===== src/rtl/lsu_if.sv =====
// Execute-side, writeback-side and data-memory bus signals of the load/store unit.
// The slave modport is the LSU view; master is the surrounding pipeline/memory view.
interface lsu_if #(
   parameter int ADDR_W = 32,
   parameter int DATA_W = 32
);
   logic                  in_valid;
   logic                  in_ready;
   logic                  mem_wen;
   logic                  rf_wr_sel;
   logic [2:0]            mem_wr_sel;
   logic [ADDR_W-1:0]     addr;
   logic [DATA_W-1:0]     wdata;
   logic                  out_valid;
   logic                  out_ready;
   logic [DATA_W-1:0]     rdata;
   logic                  err;
   logic                  mem_req_valid;
   logic                  mem_req_ready;
   logic                  mem_req_we;
   logic [ADDR_W-1:0]     mem_req_addr;
   logic [DATA_W-1:0]     mem_req_wdata;
   logic [DATA_W/8-1:0]   mem_req_wstrb;
   logic                  mem_rsp_valid;
   logic [DATA_W-1:0]     mem_rsp_rdata;

   modport slave (
      input  in_valid, mem_wen, rf_wr_sel, mem_wr_sel, addr, wdata, out_ready,
             mem_req_ready, mem_rsp_valid, mem_rsp_rdata,
      output in_ready, out_valid, rdata, err,
             mem_req_valid, mem_req_we, mem_req_addr, mem_req_wdata, mem_req_wstrb
   );

   modport master (
      output in_valid, mem_wen, rf_wr_sel, mem_wr_sel, addr, wdata, out_ready,
             mem_req_ready, mem_rsp_valid, mem_rsp_rdata,
      input  in_ready, out_valid, rdata, err,
             mem_req_valid, mem_req_we, mem_req_addr, mem_req_wdata, mem_req_wstrb
   );
endinterface


===== src/rtl/lsu.sv =====
// RV32I load/store unit: one data-memory transaction at a time, lane placement for
// stores and byte-aligned sign/zero extension for loads.
module lsu #(
   parameter int ADDR_W = 32,
   parameter int DATA_W = 32
) (
   input logic   clk,
   input logic   rst,
   lsu_if.slave  bus
);
   typedef enum logic [1:0] {IDLE, REQ, WAIT, DONE} state_t;

   state_t              state, state_nx;
   logic [1:0]          off_q;
   logic [1:0]          size_q;
   logic                sign_q;
   logic                we_q;
   logic                err_q;
   logic [ADDR_W-1:0]   addr_q;
   logic [DATA_W-1:0]   wdata_q;
   logic [DATA_W-1:0]   rdata_q;
   logic [3:0]          wstrb_q;

   logic                accept;
   logic                non_mem;
   logic                bad_op;
   logic [DATA_W-1:0]   lane_wdata;
   logic [3:0]          lane_wstrb;
   logic [DATA_W-1:0]   shifted;
   logic [DATA_W-1:0]   ld_data;

   assign accept = bus.in_valid && (state == IDLE);

   // Both-set is a decoder fault and wins over the "no memory op" reading.
   always_comb begin
      logic both;
      logic [2:0] code;
      code    = bus.mem_wr_sel;
      both    = bus.mem_wen && bus.rf_wr_sel;
      non_mem = !both && (!(bus.mem_wen || bus.rf_wr_sel) || code == 3'b111);
      bad_op  = both || code == 3'b011 || code == 3'b110 || (bus.mem_wen && code[2])
                || (code[1:0] == 2'b01 && bus.addr[0])
                || (code[1:0] == 2'b10 && bus.addr[1:0] != 2'b00);
   end

   always_comb begin
      lane_wdata = bus.wdata;
      lane_wstrb = 4'b1111;
      case (bus.mem_wr_sel[1:0])
         2'b00: begin
            lane_wdata = {4{bus.wdata[7:0]}};
            lane_wstrb = 4'b0001 << bus.addr[1:0];
         end
         2'b01: begin
            lane_wdata = {2{bus.wdata[15:0]}};
            lane_wstrb = 4'b0011 << bus.addr[1:0];
         end
         default: ;
      endcase
   end

   always_comb begin
      shifted = bus.mem_rsp_rdata >> {off_q, 3'b000};
      ld_data = shifted;
      case (size_q)
         2'b00:   ld_data = {{24{sign_q & shifted[7]}}, shifted[7:0]};
         2'b01:   ld_data = {{16{sign_q & shifted[15]}}, shifted[15:0]};
         default: ;
      endcase
   end

   always_ff @(posedge clk or posedge rst) begin
      if (rst) state <= IDLE;
      else     state <= state_nx;
   end

   always_comb begin
      state_nx = state;
      case (state)
         IDLE: if (accept) state_nx = (non_mem || bad_op) ? DONE : REQ;
         REQ:  if (bus.mem_req_ready) state_nx = WAIT;
         WAIT: if (bus.mem_rsp_valid) state_nx = DONE;
         DONE: if (bus.out_ready) state_nx = IDLE;
         default: state_nx = IDLE;
      endcase
   end

   always_ff @(posedge clk or posedge rst) begin
      if (rst) begin
         off_q   <= '0;
         size_q  <= '0;
         sign_q  <= 1'b0;
         we_q    <= 1'b0;
         err_q   <= 1'b0;
         addr_q  <= '0;
         wdata_q <= '0;
         rdata_q <= '0;
         wstrb_q <= '0;
      end else begin
         case (state)
            IDLE: if (accept) begin
               off_q   <= bus.addr[1:0];
               size_q  <= bus.mem_wr_sel[1:0];
               sign_q  <= ~bus.mem_wr_sel[2];
               we_q    <= bus.mem_wen;
               addr_q  <= {bus.addr[ADDR_W-1:2], 2'b00};
               wdata_q <= lane_wdata;
               wstrb_q <= bus.mem_wen ? lane_wstrb : 4'b0000;
               rdata_q <= '0;
               err_q   <= !non_mem && bad_op;
            end
            WAIT: if (bus.mem_rsp_valid) rdata_q <= we_q ? '0 : ld_data;
            DONE: if (bus.out_ready) err_q <= 1'b0;
            default: ;
         endcase
      end
   end

   assign bus.in_ready      = (state == IDLE);
   assign bus.out_valid     = (state == DONE);
   assign bus.rdata         = rdata_q;
   assign bus.err           = err_q;
   assign bus.mem_req_valid = (state == REQ);
   assign bus.mem_req_we    = we_q;
   assign bus.mem_req_addr  = addr_q;
   assign bus.mem_req_wdata = wdata_q;
   assign bus.mem_req_wstrb = wstrb_q;
endmodule

===== src/flat_wrapper.sv =====
// flat-port wrapper written by rule: the top's interface ports become plain ports
module lsu_flat 
#(
   parameter int ADDR_W = 32,
   parameter int DATA_W = 32
)
  (clk, rst, bus_in_valid, bus_mem_wen, bus_rf_wr_sel, bus_mem_wr_sel, bus_addr, bus_wdata, bus_out_ready, bus_mem_req_ready, bus_mem_rsp_valid, bus_mem_rsp_rdata, bus_in_ready, bus_out_valid, bus_rdata, bus_err, bus_mem_req_valid, bus_mem_req_we, bus_mem_req_addr, bus_mem_req_wdata, bus_mem_req_wstrb);
  lsu_if #(.ADDR_W(ADDR_W), .DATA_W(DATA_W)) bus_i ();
  input logic clk;
  input logic rst;
  input wire logic [$bits(bus_i.in_valid)-1:0] bus_in_valid;
  input wire logic [$bits(bus_i.mem_wen)-1:0] bus_mem_wen;
  input wire logic [$bits(bus_i.rf_wr_sel)-1:0] bus_rf_wr_sel;
  input wire logic [$bits(bus_i.mem_wr_sel)-1:0] bus_mem_wr_sel;
  input wire logic [$bits(bus_i.addr)-1:0] bus_addr;
  input wire logic [$bits(bus_i.wdata)-1:0] bus_wdata;
  input wire logic [$bits(bus_i.out_ready)-1:0] bus_out_ready;
  input wire logic [$bits(bus_i.mem_req_ready)-1:0] bus_mem_req_ready;
  input wire logic [$bits(bus_i.mem_rsp_valid)-1:0] bus_mem_rsp_valid;
  input wire logic [$bits(bus_i.mem_rsp_rdata)-1:0] bus_mem_rsp_rdata;
  output wire logic [$bits(bus_i.in_ready)-1:0] bus_in_ready;
  output wire logic [$bits(bus_i.out_valid)-1:0] bus_out_valid;
  output wire logic [$bits(bus_i.rdata)-1:0] bus_rdata;
  output wire logic [$bits(bus_i.err)-1:0] bus_err;
  output wire logic [$bits(bus_i.mem_req_valid)-1:0] bus_mem_req_valid;
  output wire logic [$bits(bus_i.mem_req_we)-1:0] bus_mem_req_we;
  output wire logic [$bits(bus_i.mem_req_addr)-1:0] bus_mem_req_addr;
  output wire logic [$bits(bus_i.mem_req_wdata)-1:0] bus_mem_req_wdata;
  output wire logic [$bits(bus_i.mem_req_wstrb)-1:0] bus_mem_req_wstrb;
  assign bus_i.in_valid = bus_in_valid;
  assign bus_i.mem_wen = bus_mem_wen;
  assign bus_i.rf_wr_sel = bus_rf_wr_sel;
  assign bus_i.mem_wr_sel = bus_mem_wr_sel;
  assign bus_i.addr = bus_addr;
  assign bus_i.wdata = bus_wdata;
  assign bus_i.out_ready = bus_out_ready;
  assign bus_i.mem_req_ready = bus_mem_req_ready;
  assign bus_i.mem_rsp_valid = bus_mem_rsp_valid;
  assign bus_i.mem_rsp_rdata = bus_mem_rsp_rdata;
  assign bus_in_ready = bus_i.in_ready;
  assign bus_out_valid = bus_i.out_valid;
  assign bus_rdata = bus_i.rdata;
  assign bus_err = bus_i.err;
  assign bus_mem_req_valid = bus_i.mem_req_valid;
  assign bus_mem_req_we = bus_i.mem_req_we;
  assign bus_mem_req_addr = bus_i.mem_req_addr;
  assign bus_mem_req_wdata = bus_i.mem_req_wdata;
  assign bus_mem_req_wstrb = bus_i.mem_req_wstrb;
  lsu #(.ADDR_W(ADDR_W), .DATA_W(DATA_W)) u_core (.clk(clk), .rst(rst), .bus(bus_i));
endmodule

===== config.mk =====
export PLATFORM = sky130hd
export DESIGN_NAME = lsu_flat
export DESIGN_NICKNAME = d
export VERILOG_FILES = /design/src/rtl/lsu_if.sv /design/src/rtl/lsu.sv /design/src/flat_wrapper.sv
export SDC_FILE = /design/constraint.sdc
export NUM_CORES = 1
export LEC_CHECK = 0
export BUFFER_PORTS_ARGS = -buffer_cell sky130_fd_sc_hd__buf_4
export CAP_MARGIN = 40
export CORE_MARGIN = 4
export CORE_UTILIZATION = 52
export CTS_BUF_LIST = sky130_fd_sc_hd__clkbuf_16
export DETAILED_ROUTE_END_ITERATION = 12
export GPL_TIMING_DRIVEN = 0
export PLACE_DENSITY_LB_ADDON = 0.2
export SLEW_MARGIN = 20
export SYNTH_ARGS = -nofsm -noshare
export SYNTH_HDL_FRONTEND = slang
export SYNTH_SLANG_ARGS = --single-unit

===== constraint.sdc =====
create_clock -name clk -period 10.16 [get_ports clk]
set_clock_uncertainty 0.2 [all_clocks]
set_input_delay 1.016 -clock clk [delete_from_list [all_inputs] [get_ports clk]]
set_output_delay 1.016 -clock clk [all_outputs]
set_load 0.1 [all_outputs]

==> run summary <==
The via total after detailed routing was 4,360. In the routed design, unresolved DRC markers number 0. The fraction of final layout cells sized beyond drive strength 1 came out at 43.1%. After technology mapping, the gate count stands at 447. The run gives 2.73 ns as the data arrival at the endpoint of the critical path. Measured in cells, the most critical reg-to-reg path has a length of 8.

In this run the cell area of the synthesized design comes to 5020 sq um. The H-tree was split into 3 levels. Prior to clock tree synthesis, the placed netlist has a worst setup slack of 7.21 ns.

TritonCTS created 9 clock buffers. The floorplan has 35 rows. The mean cell area of the mapped netlist was 11.2 sq um; the number of stages on the worst hold path was 2. The effective utilization at floorplan came out at 53.8%. The via-per-instance ratio came out at 5.44. The library cell used most frequently in the layout, excluding fill and tap cells, is sky130_fd_sc_hd__buf_4. The tools report the final HPWL from detailed placement as 11,100 microns. The worst stage delay on the critical path was 0.58 ns; the final weighted congestion in routability-driven placement was 0.881. The die is 106 microns tall. The first detailed-routing pass ran for 5 iterations.

The cell with the biggest individual delay on the critical path is sky130_fd_sc_hd__clkbuf_1. The tools report the met3 routing resource usage after global routing as 7.65%. The synthesized design spends more area on one cell type than any other, namely sky130_fd_sc_hd__dfrtp_1. The number of buffers and inverters on the critical path is 4.

Across every metal layer, demand over resource in global routing totals 26.1%. Summed over all failing endpoints, the final setup total negative slack is 0 ns. The critical path goes through inv_1 > ha_1 > buf_4 > nand2_1 > clkbuf_1 > clkbuf_1 > nand2_1 > o21ai_0. In the finished design, the share of the clock period the worst path needs comes to 26.3%.

The cell family contributing the most delay on the critical path is buffers and inverters. Setup repair after global routing left no endpoint under its margin. Root cell of the clock tree: sky130_fd_sc_hd__clkbuf_16.

During placement, the flow inserted port buffers numbering 207. The worst setup margin is 7.49 ns, and the required time of the critical path is 10.22 ns. Relative to the synthesized area, the layout overhead comes to 41.3%. The logs give 107 for the clock sink count and 0 for the max-slew violation count.

For this run, global-route usage on met1 was measured as 30.8%. The setup check on the worst reg-to-reg path leaves a slack of 7.49 ns. After clock tree synthesis, the clock-pin slew on the worst setup and hold paths is 0.07 ns.

The run gives 64 as the pin count of the biggest net entering global routing. Setup violations remaining at the end of the flow were counted as 0. TritonCTS built the clock tree.

The minimum period implied by the final worst setup slack is 2.67 ns, and the number of warnings issued by yosys is 0. The number of global-route vias before repair is 4,665, and the maximum number of buffers from clock root to sink is 2. The number of DRC markers after the initial detailed-route iteration was 239; the final hold violation count was 0. Across the run, the number of max-cap violations was 0.

For this run the aggregate overflow at the end of global routing stands at 0. Top achievable clock speed: 375 MHz. Nature of the critical path endpoint: a flop. The clock reaches the later pin of the worst-skew pair after 0.33 ns.

The post-layout net count was 780. The area enclosed by the die boundary is 11,300 sq um. The detail route stage leaves a number of antenna-violating nets equal to 0.

In the global route stage, met2 resource usage came out at 44.8%. The post-CTS resize count was 0. The top-level port count is 212. The global routing's busiest layer was met2.

After detailed routing, the average wire length per cell comes to 18.2 microns. The kind of critical path was flop to flop. The synthesized netlist contains 38 unique library cells. After synthesis, the cell types taking the most area are sky130_fd_sc_hd__dfrtp_1 53%, sky130_fd_sc_hd__mux2_2 11%, sky130_fd_sc_hd__mux2i_1 8.0%. The tools report the worst-case headroom to the max-slew limit as 51.2%.

The endpoint with the worst hold slack was u_core.bus.mem_req_wdata[24]. The number of hold buffers added after CTS was 0. The number of antenna repair diodes was 0.

For this block, the routed nets add up to 14,600 microns of wire. The top cell types in the final layout, fill and taps aside, are 211 x sky130_fd_sc_hd__buf_4, 107 x sky130_fd_sc_hd__dfrtp_1, 55 x sky130_fd_sc_hd__o21ai_0. In this run the critical register-to-register path is captured at u_core.bus.mem_req_wdata[19].

The tools report the startpoint of the most critical register-to-register path as u_core.state[0]. STA classifies the critical path startpoint as a flop. The number of antenna violations at the first check in global routing is 0. For this run, the share of the core covered by cells in the final layout is 76.0%. The flip-flop and latch count after synthesis works out to 107.

The fraction of the yosys area taken by sequential cells is 53.4%. The maximum fanout encountered on the critical timing path is 10, and the slew of the pin with the lowest slew margin is 0.731 ns. The area share of the largest cell type after synthesis is 53.4%.

Type of the most critical hold path: flop to flop. The global-route wire length before repair is 23,500 microns. Fill cells in the final layout number 668.

The core region is 9330 sq um. Post-CTS setup-driven buffer insertion count: 0. In this run the most critical hold path is launched from u_core.bus.mem_req_wdata[24]. The flow ran to the end, and the final reports show no timing, DRC or antenna violations. The die width was 106 microns.
-- final cells by class --
cell class / count / area (sq um) / area share (%)
Timing Repair Buffer: 210 / 1590 / 22.5
Buffer: 34 / 158 / 2.22
Tap cell: 129 / 161 / 2.28
Clock buffer: 9 / 225 / 3.18
Sequential cell: 107 / 2680 / 37.8
Clock inverter: 6 / 83.8 / 1.18
Inverter: 5 / 23.8 / 0.335
Multi-Input combinational cell: 302 / 2170 / 30.6
-- synthesized netlist by cell type (all sizes together) --
| library cell | n |
|---|---|
| a2111oi | 1 |
| a211o | 1 |
| a21oi | 24 |
| a221o | 17 |
| a22o | 1 |
| a31oi | 1 |
| and3 | 2 |
| buf | 9 |
| clkbuf | 25 |
| conb | 1 |
| dfrtp | 107 |
| ha | 4 |
| inv | 5 |
| mux2 | 51 |
| mux2i | 40 |
| mux4 | 1 |
| nand2 | 48 |
| nand2b | 5 |
| nand3 | 1 |
| nand3b | 8 |
| nand4b | 1 |
| nor2 | 28 |
| nor2b | 1 |
| nor3 | 3 |
| o2111ai | 1 |
| o211ai | 1 |
| o21a | 1 |
| o21ai | 55 |
| o21bai | 1 |
| o31a | 1 |
| or2 | 1 |
| or3 | 1 |
-- layer usage --
layer	vias up	share of wire [%]
met2	195	50
met3	30	9.2
li1	2035	-
met4	0	2.8
met1	2100	38
met5	-	0
-- how the worst max path moves through the flow --
stage | startpoint | endpoint | slack (ns) | depth (start not counted)
after CTS | u_core.state[0] | u_core.bus.mem_req_wdata[19] | 7.50 | 8
final | u_core.state[0] | u_core.bus.mem_req_wdata[19] | 7.49 | 8
after floorplan | rst | u_core.bus.err | 6.13 | 1
after global placement | rst | u_core.bus.mem_req_wdata[18] | 5.00 | 2
after detailed placement | bus_in_valid | u_core.bus.mem_req_wdata[19] | 7.21 | 6
after global routing | u_core.state[1] | u_core.bus.mem_req_wdata[13] | 7.19 | 8
-- flip-flops by register name (all words and copies together), names as in the netlist --
register / cells
u_core.size_q: 2
u_core.bus.mem_req_wdata: 32
u_core.bus.mem_req_we: 1
u_core.sign_q: 1
u_core.bus.mem_req_addr: 30
u_core.bus.rdata: 32
u_core.state: 2
u_core.off_q: 2
u_core.bus.mem_req_wstrb: 4
u_core.bus.err: 1
-- through the flow --
stage / hold WS [ns] / instances / cell area [sq um]
after floorplan: 0.264 / 448 / 5020
after global placement: 0.265 / 784 / 6740
after detailed placement: 0.272 / 786 / 6780
after CTS: 0.288 / 801 / 7080
after global routing: 0.310 / 802 / 7090
final: 0.284 / 802 / 7090
-- worst register-to-register path: stages (launching register included) --
cell and delay (ns):
sky130_fd_sc_hd__dfrtp_1 0.38, sky130_fd_sc_hd__inv_1 0.09, sky130_fd_sc_hd__ha_1 0.23, sky130_fd_sc_hd__buf_4 0.18
sky130_fd_sc_hd__nand2_1 0.26, sky130_fd_sc_hd__clkbuf_1 0.59, sky130_fd_sc_hd__clkbuf_1 0.48, sky130_fd_sc_hd__nand2_1 0.11
sky130_fd_sc_hd__o21ai_0 0.09
-- cells by family (layout without fill, tap and decap cells) --
family,after synthesis,count (layout),synth area share [%]
flops,107,107,53.4
compound gates,105,105,13.1
simple gates,99,99,9.03
mux,92,92,19.9
buf+inv,39,264,3.52
fa+ha+maj,4,4,0.998
other cells,1,2,0.0748
Power is not shown: default switching activity piles up to over one toggle a cycle in this logic, so the estimate is an artifact.
